==> config.mk <==
export PLATFORM = sky130hd
export DESIGN_NAME = bus_bridge_xfer
export DESIGN_NICKNAME = d
export VERILOG_FILES = /design/src/rtl/bus_bridge_xfer.sv
export SDC_FILE = /design/constraint.sdc
export NUM_CORES = 1
export LEC_CHECK = 0
export ABC_AREA = 1
export CORE_MARGIN = 2
export CORE_UTILIZATION = 41
export DETAILED_ROUTE_END_ITERATION = 16
export PLACE_DENSITY = 0.92
export SLEW_MARGIN = 20
export SYNTH_ARGS = -nofsm -noshare
export SYNTH_HDL_FRONTEND = slang
export SYNTH_SLANG_ARGS = --single-unit
export TNS_END_PERCENT = 5
==> constraint.sdc <==
create_clock -name clk -period 1.3 [get_ports clk]
set_input_delay 0.26 -clock clk [delete_from_list [all_inputs] [get_ports clk]]
set_output_delay 0.26 -clock clk [all_outputs]
set_load 0.05 [all_outputs]
==> src/rtl/bus_bridge_xfer.sv <==
// Registered bridge between two bus segments: captures one side, broadcasts the word to both.
// Latency: broadcast/done in the LAT-th cycle after the capture edge; one transfer per LAT+1 cycles.
// Backpressure: none; requests are level-held, sampled only in IDLE, ignored while busy.
module bus_bridge_xfer #(
    parameter int WIDTH = 32,
    parameter int LAT   = 1,
    parameter int CNT_W = 16
) (
    input  logic             clk,
    input  logic             rst_n,
    input  logic [WIDTH-1:0] bus1_in,
    input  logic [WIDTH-1:0] bus2_in,
    input  logic             req_down,
    input  logic             req_up,
    output logic [WIDTH-1:0] bus1_out,
    output logic [WIDTH-1:0] bus2_out,
    output logic             busy,
    output logic             done,
    output logic             dir_q,
    output logic [CNT_W-1:0] xfer_cnt
);
    localparam logic [1:0] ST_IDLE = 2'd0;
    localparam logic [1:0] ST_XFER = 2'd1;
    localparam logic [1:0] ST_DONE = 2'd2;

    // XFER lasts LAT-1 cycles, so the wait counter starts at LAT-2; LAT=1 skips XFER entirely.
    localparam int         WAIT_INIT_I    = (LAT > 1) ? (LAT - 2) : 0;
    localparam logic [2:0] WAIT_INIT      = 3'(WAIT_INIT_I);
    localparam logic [1:0] ST_AFTER_GRANT = (LAT > 1) ? ST_XFER : ST_DONE;

    logic [1:0]       state;
    logic [WIDTH-1:0] data_q;
    logic [2:0]       wait_cnt;
    logic             last_down;
    logic             grant_vld;
    logic             grant_down;

    // Arbitration: a lone request wins; a tie goes opposite to the previous grant.
    always_comb begin
        grant_vld  = req_down | req_up;
        grant_down = req_down & ~(req_up & last_down);
    end

    // Transfer sequencing, holding register, grant history and completion counter.
    always_ff @(posedge clk or negedge rst_n) begin
        if (!rst_n) begin
            state     <= ST_IDLE;
            data_q    <= '0;
            wait_cnt  <= '0;
            dir_q     <= 1'b0;
            last_down <= 1'b0;
            xfer_cnt  <= '0;
        end else begin
            case (state)
                ST_IDLE: begin
                    if (grant_vld) begin
                        data_q    <= grant_down ? bus1_in : bus2_in;
                        dir_q     <= grant_down;
                        last_down <= grant_down;
                        wait_cnt  <= WAIT_INIT;
                        state     <= ST_AFTER_GRANT;
                    end
                end
                ST_XFER: begin
                    if (wait_cnt == 3'd0) begin
                        state <= ST_DONE;
                    end else begin
                        wait_cnt <= wait_cnt - 3'd1;
                    end
                end
                ST_DONE: begin
                    state    <= ST_IDLE;
                    xfer_cnt <= xfer_cnt + CNT_W'(1);
                end
                default: begin
                    state <= ST_IDLE;
                end
            endcase
        end
    end

    // Status straight from the state register; segments see data_q only in the broadcast cycle.
    always_comb begin
        busy     = (state != ST_IDLE);
        done     = (state == ST_DONE);
        bus1_out = done ? data_q : bus1_in;
        bus2_out = done ? data_q : bus2_in;
    end

endmodule

==> results of run 1 <==
[sequential cells by signal, summed over array words and instances (netlist names)]
name       flops
data_q        32
state          1
xfer_cnt      16
last_down      1
[final cells by class]
cell class,count,area share (%)
clock buffer,7,1.36
multi-input combinational,335,34.5
timing repair buffer,195,39.5
inverter,46,2.74
sequential,50,19.9
tap,99,1.95
clock inverter,1,0.0790
[critical path: stages (launching register included)]
cell and delay [ns]:
dfrtp_4 0.55, bufbuf_16 0.32, o21ai_4 0.17, buf_12 0.16
[metrics by stage]
step                      power (mW)  setup TNS, ns  instance area [µm²]  worst slack (ns)  util [%]
after floorplan                 5.32         -17.56                 3760            -0.250         -
after global placement          7.45         -10.80                 6010            -0.160      82.8
after detailed placement        7.64         -15.25                 6010            -0.276      82.8
after CTS                       8.82         -34.53                 6320            -0.435      87.1
after global routing            9.28         -42.85                 6340            -0.500      87.4
final                           8.96         -36.53                 6340            -0.471      87.4
[synth_stat cells]
| cell | n | area [µm²] |
|---|---|---|
| nand4_1 | 5 | 31.3 |
| o21ai_1 | 31 | 155 |
| xnor2_1 | 4 | 35.0 |
| nand2_4 | 1 | 11.3 |
| nand2_1 | 165 | 619 |
| inv_1 | 44 | 165 |
| clkinv_1 | 1 | 3.75 |
| clkbuf_1 | 4 | 15.0 |
| dfrtp_1 | 50 | 1250 |
| nand2_2 | 3 | 18.8 |
| nor2_4 | 4 | 45.0 |
| nor2_1 | 42 | 158 |
| o21ai_0 | 64 | 320 |
| buf_2 | 13 | 65.1 |
| nand3_2 | 1 | 10.0 |
| nand3_1 | 8 | 40.0 |
| ha_1 | 1 | 12.5 |
| buf_4 | 7 | 52.6 |
| nor3_1 | 1 | 5.00 |
| inv_2 | 1 | 3.75 |
| xor2_1 | 5 | 43.8 |
[where the power goes]
group	leakage (nW)	switching, mW	internal [mW]
Combinational	2.27	3.32	2.42
Sequential	0.618	0.379	1.88
Clock	0.0482	0.522	0.431
Total	2.94	4.22	4.74
[cells by family after synthesis]
kind of cell	synth area share [%]
and+or+nand+nor	30.6
AOI/OAI and AO/OA	15.5
buffers and inverters	9.97
DFF	40.9
xor gates and xnor gates	2.57
adders and majority gates	0.409
[what timing repair did]
action	4_1_cts	5_1_grt
setup endpoints to repair	112	116
hold buffers	1	0
pin swaps	2	0
hold endpoints to repair	50	0
gates cloned	1	0
gates resized for setup	50	8
[metal layers]
metal	part of all wire (%)	wire (µm)
met3	7.7	1070
met2	54	7430
met5	0	0
met4	4.7	649
met1	34	4720
[worst max path at each step]
stage	start	depth (start not counted)	to	slack (ns)
finish	state[1]	3	bus2_out[6]	-0.47
detailed placement	req_up	7	data_q[31]	-0.28
floorplan	state[1]	3	bus2_out[10]	-0.25
global route	state[1]	3	bus2_out[6]	-0.50
global placement	req_up	7	data_q[29]	-0.16
CTS	state[1]	3	bus2_out[8]	-0.43
==> summary.txt, run 1 <==
Outcome
  • Status: finished with violations
  • Failing checks: setup timing

Timing
  • Rel. slew slack: about three quarters
  • Finish-stage setup viols: between 100 and 150
  • Final period utilization: 136%
  • Final hold slack: 0.477 ns
  • Tmin final: 1.77 ns
  • Final setup margin: -0.471 ns
  • Slew at the pin closest to its max-slew limit: between 0.3 and 0.4 ns
  • Final Skew: 0.0186 ns
  • Final hold violation count: 0
  • Final slew viol count: 0
  • Max Freq: around 0.56 GHz
  • RSZ-0062 raised after global routing: yes

Finish
  • Area of the multi-input gates: 0.00219 mm²
  • Commonest non-fill, non-tap cell in the layout: nand2_1
  • Nets: 702
  • Ant. Diodes: 0
  • Storage cell area: 0.00126 mm²
  • Share of layout cells above drive strength 1: 39.0%
  • Fill count: 336
  • Synth-to-Final Area Change: 107%
  • Fin cells: 733
  • Commonest cells after routing, fill and taps aside: 98 x nand2_1, 66 x clkdlybuf4s50_1, 55 x buf_12, 46 x dfrtp_1, 44 x inv_1

Synth
  • Avg Cell Area, Syn: 6.73 µm²
  • Distinct cells, synth: 21
  • Synth Warn #: 0
  • Syn nets: 524
  • Synth Register Bits: 50
  • Seq/Total Area, Yosys: approximately 41%
  • Synth Cell Area: 0.00306 mm²
  • Gate Count Post-Synth: 455

Pwr
  • Static leakage: 2.94 nW
  • Maximum VDD drop: 0.904 mV
  • PD cells: 1410 mW/mm²

Place
  • I/O Buffers: 150
  • Number of instances in the placed design: roughly 720
  • Dpl hpwl: 9040 µm
  • GPL Wtd Cong: 0.821

Worst setup path
  • FF-to-FF setup slack: -0.38 ns
  • Critical Path Source Type: flip-flop
  • CP max FO: 13
  • Arrival time of the worst setup path: 1.51 ns
  • CP Data Required Time: 1.04 ns
  • R2r startpoint: state[1]
  • Setup CP Type: reg -> out
  • Worst R2R Path Depth: 6
  • End of the worst register-to-register path: xfer_cnt[12]
  • Endpoint class of the critical path: output port

Clock tree
  • Total setup buffers inserted after CTS: 0
  • CTS buffer count: 5
  • Clk buf depth: 2
  • Root Buffer: clkbuf_8
  • Worst-Skew Late Latency: a little over 0.3 ns
  • Reg clk slew, reported paths: about 0.1 ns
  • CTS tree: done
  • Sink Count: 50
  • H-tree depth: 2

Die
  • Die Ht: between 90 and 100 µm
  • Initial Utilization: 42.2%
  • Die ar.: ~0.0082 mm²
  • Chip width: between 90 and 100 µm
  • Std-Cell Rows: 31
  • Core Region: 0.00725 mm²
  • Ports: approximately 150

Global route
  • Gr usage total: 32.5%
  • Met2 Use GR: roughly three fifths
  • Global-route wire length before repair: 21,600 µm
  • Met3 Usage GRT: 6.01%
  • Vias in the first global route: approximately 4,400
  • Overflow after GRT: 0
  • Largest net degree at the start of global routing: just over 50
  • Top Usage Layer GRT: met2
  • Met1 usage in global routing: 35.1%
  • Initial antenna violation count: 0

Detailed routing
  • WL/cell: 18.9 µm
  • DRC Markers: 0
  • Post-DRT Antenna Nets: 0
  • First drt pass iteration count: 5
  • DRT Wirelength: approximately 14,000 µm
  • Vias per cell: 5.52
  • Initial detailed-routing violation count: around 250
  • Vias: 4,045

Worst hold path
  • Worst Hold Class: in -> async

Flow run
  • Total of max-cap violations: 0
(Power assumes the default switching activity.)
==> run 2: changes to the inputs <==
- ABC_AREA: 1 -> unset
- PLACE_DENSITY: 0.92 -> 0.93
==> run 2 against run 1 <==
Compared with the run above:
- the run now fails in clock tree synthesis
- synthesized area down 1.1%
- synthesized cell count down 17%
==> summary.txt, run 2 <==
Clock tree
  • Root Buffer: clkbuf_8
  • CTS buffer count: 5
  • H-tree depth: 2
  • Clk buf depth: 2
  • Sink Count: 50
  • Total setup buffers inserted after CTS: 4
  • Cts hold-fix bufs: 1
  • CTS resizes: 79

Synth
  • Main synth FF type: dfrtp_1
  • Distinct cells, synth: 28
  • Post-synthesis compound-gate area fraction: between 10% and 20%
  • Post-synth top area share: roughly 41%
  • Largest area contributor in the synthesized netlist: dfrtp_1
  • Post-Synth Simple-Gate Area: 14.2%
  • Syn nets: 447
  • Gate Count Post-Synth: roughly 380
  • Largest cells by area after synthesis: dfrtp_1 41%, o21ai_0 11%, mux2i_1 11%, nand2_1 8.7%, inv_1 8.3%
  • Synth Cell Area: 0.00303 mm²
  • Adder-cell share of the synthesized area: 0.413%
  • Synth Register Bits: 50
  • Largest family of logic cells by synthesized area: compound AO/OA/AOI/OAI gates
  • Ys async rst share: 100%
  • Mux contribution to synthesized area: 11.0%
  • Avg Cell Area, Syn: 8.01 µm²
  • Seq/Total Area, Yosys: between 40% and 50%
  • Post-synth EDFFs: 0
  • Xor/xnor share of the synthesized area: 4.34%
  • Synth cell count leaders: 70 x nand2_1, 67 x inv_1, 66 x o21ai_0, 50 x dfrtp_1, 32 x mux2i_1
  • Synth Warn #: 0
  • Count leader, synth: nand2_1

Die
  • Die Ht: ~90 µm
  • Ports: 151
  • Initial Utilization: 42.0%
  • Std-Cell Rows: 31
  • Chip width: 89.9 µm

Outcome
  • Error: [ERROR DPL-0038] Utilization greater than 100%, impossible to legalize
  • Fail Step: clock tree synthesis
  • Status: did not finish

Place
  • GPL Wtd Cong: about 0.80
  • I/O Buffers: 150
  • Dpl hpwl: 11,000 µm
-- run 2: metrics by stage --
step	setup slack [ns]	std cells	hold slack (ns)	TNS, ns	area (µm²)
after floorplan	-0.196	378	-0.0356	-15.78	3960
after global placement	-0.286	674	0.280	-18.64	6830
after detailed placement	-0.420	674	0.278	-24.37	6830
-- run 2: kinds of logic after synthesis --
family	after synthesis
xor gates and xnor gates	15
muxes	33
AOI/OAI and AO/OA	100
buffers and inverters	89
adders and majority gates	1
and+or+nand+nor	90
DFF	50
==> run 3: changes to the inputs <==
- CORE_UTILIZATION: 41 -> 40
- PLACE_DENSITY: 0.93 -> unset
- PLACE_DENSITY_LB_ADDON: unset -> 0.15
==> run 3 against run 2 <==
Compared with the run above:
- synthesized area is the same
- the flow again stops in clock tree synthesis
- synthesized cell count is the same
==> summary.txt, run 3 <==
Die
  • Die Ht: 91.0 µm
  • Std-Cell Rows: 31
  • Ports: about 150
  • Chip width: 91.0 µm
  • Initial Utilization: around 42%

Outcome
  • Status: did not finish
  • Error: [ERROR DPL-0033] detailed placement checks failed during check placement.
  • Fail Step: clock tree synthesis

Synth
  • Synth Cell Area: 0.00303 mm²
  • Avg Cell Area, Syn: 8.01 µm²
  • Synth cell count leaders: 70 x nand2_1, 67 x inv_1, 66 x o21ai_0, 50 x dfrtp_1, 32 x mux2i_1
  • Synth Register Bits: 50
  • Post-synth EDFFs: 0
  • Largest area contributor in the synthesized netlist: dfrtp_1
  • Seq/Total Area, Yosys: 41.3%
  • Syn nets: 447
  • Largest cells by area after synthesis: dfrtp_1 41%, o21ai_0 11%, mux2i_1 11%, nand2_1 8.7%, inv_1 8.3%
  • Post-synth top area share: 41.3%
  • Ys async rst share: 100%
  • Gate Count Post-Synth: 378
  • Count leader, synth: nand2_1
  • Main synth FF type: dfrtp_1
  • Distinct cells, synth: 28
  • Synth Warn #: 0

Clock tree
  • Root Buffer: clkbuf_8
  • H-tree depth: 2
  • CTS resizes: 63
  • Clk buf depth: 2
  • Sink Count: 50
  • CTS buffer count: 5
  • Cts hold-fix bufs: 1
  • Total setup buffers inserted after CTS: 6

Place
  • Pre-CTS setup slack: -0.432 ns
  • GPL Wtd Cong: 0.840
  • Placed Instance Area: 0.00679 mm²
  • Dpl hpwl: approximately 10,000 µm
  • I/O Buffers: 150
==> run 3: cell counts after synthesis <==
Identical to the previous run, type by type.
==> run 3: through the flow <==
step | instances | utilization, % | hold WS (ns)
floorplan | 378 | - | -0.0356
global placement | 667 | 93.1 | 0.160
detailed placement | 667 | 93.1 | 0.163
==> run 3: cells by family after synthesis <==
kind of cell	count (synthesis)	share of synthesized area, %
AOI/OAI and AO/OA	100	16.9
and+or+nand+nor	90	14.2
buffers and inverters	89	11.9
DFF	50	41.3
muxes	33	11.0
xor gates and xnor gates	15	4.34
adders and majority gates	1	0.413
